## config.mk

```make
export PLATFORM = sky130hd
export DESIGN_NAME = equ_check_seq
export DESIGN_NICKNAME = d
export VERILOG_FILES = /design/src/rtl/equ_check_seq_pkg.sv /design/src/rtl/equ_check_seq_equcheck2.sv /design/src/rtl/equ_check_seq.sv
export SDC_FILE = /design/constraint.sdc
export NUM_CORES = 1
export LEC_CHECK = 0
export ABC_AREA = 1
export BUFFER_PORTS_ARGS = -buffer_cell sky130_fd_sc_hd__buf_2
export CAP_MARGIN = 20
export CORE_ASPECT_RATIO = 1.4
export CORE_MARGIN = 2
export CORE_UTILIZATION = 30
export CTS_CLUSTER_SIZE = 30
export DETAILED_ROUTE_END_ITERATION = 10
export PLACE_DENSITY = 0.51
export SLEW_MARGIN = 20
export SYNTH_ARGS = -nofsm -noshare
export SYNTH_HDL_FRONTEND = slang
export SYNTH_SLANG_ARGS = --single-unit
export TNS_END_PERCENT = 10
```

## constraint.sdc

```tcl
create_clock -name clk -period 2.2 [get_ports clk]
set_input_delay 0 -clock clk [delete_from_list [all_inputs] [get_ports clk]]
set_output_delay 0 -clock clk [all_outputs]
set_load 0.01 [all_outputs]
```

## src/rtl/equ_check_seq_pkg.sv

```systemverilog
// ----------------------------------------------------------------------------
// equ_check_seq_pkg
//   Shared definitions for the sequential equality checker family:
//   controller state encoding, comparator slice width, and a helper that
//   sizes slice-index fields.
// ----------------------------------------------------------------------------
package equ_check_seq_pkg;

    // Controller states; encodings are fixed so other checkers in this
    // family decode them identically.
    typedef enum logic {
        IDLE = 1'b0,
        RUN  = 1'b1
    } state_t;

    // Width of the shared comparator slice.
    localparam int SLICE_W = 2;

    // Width of an index able to address nslice slices, never less than 1.
    function automatic int idx_width(input int nslice);
        return (nslice > 1) ? $clog2(nslice) : 1;
    endfunction

endpackage

```

## src/rtl/equ_check_seq_equcheck2.sv

```systemverilog
// ----------------------------------------------------------------------------
// equCheck2
//   Combinational 2-bit equality slice, time-shared by equ_check_seq.
//   Ports:
//     a, b : 2-bit operand slices
//     z    : 1 when a == b
// ----------------------------------------------------------------------------
module equCheck2
    import equ_check_seq_pkg::*;
(
    input  logic [SLICE_W-1:0] a,
    input  logic [SLICE_W-1:0] b,
    output logic               z
);

    assign z = (a == b);

endmodule

```

## src/rtl/equ_check_seq.sv

```systemverilog
// ----------------------------------------------------------------------------
// equ_check_seq
//   Sequential wide-word equality checker. Captures two WIDTH-bit operands on
//   an accepted start, then walks one 2-bit slice per clock (LSB slice first)
//   through a single equCheck2, stopping at the first mismatching slice.
//   WIDTH must be even and at least 2.
//   Ports:
//     clk          : system clock, rising edge
//     rst          : synchronous active-high reset
//     start        : request, sampled only while idle
//     a, b         : operands, captured on accepted start
//     busy         : high while a comparison is in progress
//     done         : one-cycle completion pulse
//     equal        : result of last completed comparison (1 = match)
//     mismatch_idx : first mismatching slice of last comparison, 0 if equal
// ----------------------------------------------------------------------------
module equ_check_seq
    import equ_check_seq_pkg::*;
#(
    parameter int WIDTH = 16
) (
    input  logic                                    clk,
    input  logic                                    rst,
    input  logic                                    start,
    input  logic [WIDTH-1:0]                        a,
    input  logic [WIDTH-1:0]                        b,
    output logic                                    busy,
    output logic                                    done,
    output logic                                    equal,
    output logic [idx_width(WIDTH/SLICE_W)-1:0]     mismatch_idx
);

    localparam int NSLICE = WIDTH / SLICE_W;
    localparam int IW     = idx_width(NSLICE);
    localparam logic [IW-1:0] LAST_IDX = IW'(NSLICE - 1);

    state_t               state;
    logic [IW-1:0]        idx;
    logic [WIDTH-1:0]     a_q;
    logic [WIDTH-1:0]     b_q;
    logic [SLICE_W-1:0]   a_slice;
    logic [SLICE_W-1:0]   b_slice;
    logic                 slice_eq;

    // Operand capture. These are pure data registers: their content only
    // matters while RUN, and RUN is always entered through a capture.
    // NOTE: datapath registers are deliberately left out of reset; only
    // control state needs a defined value, and omitting the reset keeps the
    // capture a plain enabled flop.
    always_ff @(posedge clk) begin
        if (state == IDLE && start) begin
            a_q <= a;
            b_q <= b;
        end
    end

    // Slice mux: indexed part-select into the captured operands.
    assign a_slice = a_q[SLICE_W*idx +: SLICE_W];
    assign b_slice = b_q[SLICE_W*idx +: SLICE_W];

    equCheck2 u_cmp (
        .a (a_slice),
        .b (b_slice),
        .z (slice_eq)
    );

    // Controller with registered outputs.
    // NOTE: every register here uses non-blocking assignment so all updates
    // take effect together at the edge, independent of statement order.
    always_ff @(posedge clk) begin
        if (rst) begin
            state        <= IDLE;
            busy         <= 1'b0;
            done         <= 1'b0;
            equal        <= 1'b0;
            mismatch_idx <= '0;
            idx          <= '0;
        end else begin
            // done is a single-cycle pulse unless a completion re-asserts it.
            done <= 1'b0;
            case (state)
                IDLE: begin
                    if (start) begin
                        idx   <= '0;
                        busy  <= 1'b1;
                        state <= RUN;
                    end
                end
                RUN: begin
                    if (!slice_eq) begin
                        equal        <= 1'b0;
                        mismatch_idx <= idx;
                        done         <= 1'b1;
                        busy         <= 1'b0;
                        state        <= IDLE;
                    end else if (idx == LAST_IDX) begin
                        equal        <= 1'b1;
                        mismatch_idx <= '0;
                        done         <= 1'b1;
                        busy         <= 1'b0;
                        state        <= IDLE;
                    end else begin
                        idx <= idx + 1'b1;
                    end
                end
                default: state <= IDLE;
            endcase
        end
    end

endmodule
```

==> qor.csv <==
metric,value,unit
relative slew slack,56.0,%
final-report max-slew violation count,0,
synth warn,0,
Reg area,1160,µm²
Core Area,6570,µm²
fillers,666,
Yosys cell types,20,
Synth Area in XOR/XNOR,0,%
maximum clock insertion buffer count,2,
drt first pass iters,4,
Chip Width,73.3,µm
Pleak,1.23,nW
largest family of logic cells by synthesized area,simple AND/OR/NAND/NOR gates,
crit path kind,reg2reg,
Synth Area in Compound Gates,1.24,%
wl on met1,1580,µm
min-delay worst type,in2reg,
number of vias per cell,4.35,
multi-input logic area,676,µm²
Cells after Synth,189,
fin cells,342,
drt total wl,3820,µm
f_max,521,MHz
adder-cell share of the synthesized area,1.24,%
WP data required,2.39,ns
delay of the slowest cell on the worst path,0.75,ns
Sink Count,42,
# rows,35,
Post-DRT Antenna Nets,0,
"Slowest-stage cell, CP",dfxtp_1,
power density over the cells,597,nW/µm²
worst r2r src,idx[0]$_SDFFE_PP0P_,
setup TNS,0,ns
Max Cap Violations,0,
Place WS,0.260,ns
largest net degree at the start of global routing,24,
post-DR wirelength/cell,11.2,µm
# setup viols final,0,
CTS tree,done,
Synth Register Bits,42,
Hold Path Origin,start,
clock root buffer,clkbuf_8,
die height,101,µm
fin crit share,87.3,%
# IOs,41,
skew final,0.00593,ns
Final GP Congestion,0.714,
Skew-Pair Late Insertion Delay,0.29,ns
register area share after synthesis,57.6,%
Die Area,7400,µm²
worst vdd ir,0.307,mV
first-iteration detailed-routing DRC count,62,
crit-path max FO,14,
Hold WS,0.0683,ns
CP startpoint,idx[0]$_SDFFE_PP0P_,
area delta synth->final,33.8,%
Setup crit end kind,flop,
met2 wire len,2050,µm
GRT overflow,0,
vias in the first global route,1502,
most frequent cells in the layout,"nand2_1, buf_2, dlygate4sd3_1, edfxtp_1, inv_1",
RSZ-0062 raised after global routing,no,
top layer in use,met4,
worst-margin pin slew,0.659,ns
overall power,1.61,mW
CP arrival,2.11,ns
Synthesized Nets,226,
Placed Instances,301,
hold violation total from the final report,0,
PortBufs,40,
Mapped Area,2020,µm²
Synth Area in Simple Gates,31.0,%
GR Util All Layers,11.6,%
clock-pin slew on the worst setup and hold paths,0.08,ns
# DRC,0,
initial antenna violation count,0,
Mean Syn Cell Area,10.7,µm²
layout cells sized above 1,31.7,%
# diodes,0,
DR WL met3,114,µm
CTS Buf Count,5,
post-DP HPWL,2680,µm
PnR worst setup slack,0.280,ns
Starting Density,30.7,%
CTS H-tree lvls,2,
worst path cell trace,buf_4 > nand2_1 > nand3_1 > nand3_1 > nand2_1 > nand2_2 > nand2_4 > nand2_4 > nand2_4 > inv_4 > nand3_1 > nand2_1,
startpoint class of the critical path,flop,
Layout Nets,304,
"most common cell after layout, fill and taps aside",nand2_1,
first-pass GRT wire length,6600,µm
min Tclk post-route,1.92,ns
via count,1489,
status,completed,
post-synthesis mux area share,0,%
==> final cells by class <==
class,instances,share of cell area (%)
clock inverter,2,0.325
multi-input combinational,112,25.0
inverter,30,4.54
sequential,42,43.0
tap,74,3.43
timing repair buffer,76,21.0
clock buffer,6,2.69
==> cell families (layout without fill, tap and decap cells) <==
group / after synthesis / count (layout)
AND/OR/NAND/NOR: 105 / 105
buffers and inverters: 35 / 114
flip-flops: 42 / 42
AO/OA/AOI/OAI: 5 / 5
adder cells (fa/ha/maj): 2 / 2
==> cell usage after synthesis, drive strengths merged <==
cell type / n / share of area, %
a21oi: 5 / 1.2
ha: 2 / 1.2
buf: 5 / 2.9
nor2: 5 / 0.93
nand3: 29 / 11
nand2: 64 / 17
edfxtp: 32 / 48
nor3: 2 / 0.99
inv: 30 / 6.1
dfxtp: 10 / 9.9
nand4: 5 / 1.6
==> worst paths after layout <==
kind | end | slack [ns] | depth (start not counted)
worst min-delay path | state$_SDFF_PP0_ | 0.07 | 3
worst max register to register | mismatch_idx[1]$_SDFFE_PP0P_ | 0.28 | 12
worst max-delay path | mismatch_idx[1]$_SDFFE_PP0P_ | 0.28 | 12
worst min register to register | mismatch_idx[2]$_SDFFE_PP0P_ | 0.48 | 2
==> critical path: cells and delay by family (launching register included) <==
family        cells  cell delay (ns)
simple gates     10             0.75
flops             1             0.75
buf+inv           2             0.32
==> metrics by stage <==
| stage | instance area (µm²) | utilization, % |
|---|---|---|
| 2_1_floorplan | 2020 | - |
| 3_3_place_gp | 2290 | 34.8 |
| 3_5_place_dp | 2290 | 34.8 |
| 4_1_cts | 2700 | 41.1 |
| 5_1_grt | 2700 | 41.1 |
| 6_report | 2700 | 41.1 |
==> metal layers <==
layer	global-route usage, %	vias up
met4	5.59	0
met3	2.50	5
met2	20.4	27
met5	0	-
li1	-	768
met1	13.0	689
==> power breakdown <==
part	internal (mW)	leakage, nW	switching, mW	total [mW]
Combinational	0.112	0.796	0.116	0.227
Sequential	0.903	0.389	0.0185	0.921
Clock	0.218	0.0426	0.245	0.463
Total	1.23	1.23	0.379	1.61
==> flip-flops by register name (all words and copies together) (netlist names) <==
name          flops
equal             1
a_q              16
b_q              16
idx               3
state             1
mismatch_idx      3
busy              1
done              1
==> what timing repair did <==
action | 4_1_cts | 5_1_grt
hold buffers | 33 | 0
resized for setup | 0 | 0
endpoints found under the hold margin | 37 | 0
setup buffers | 0 | 0
(Power assumes the default switching activity.)
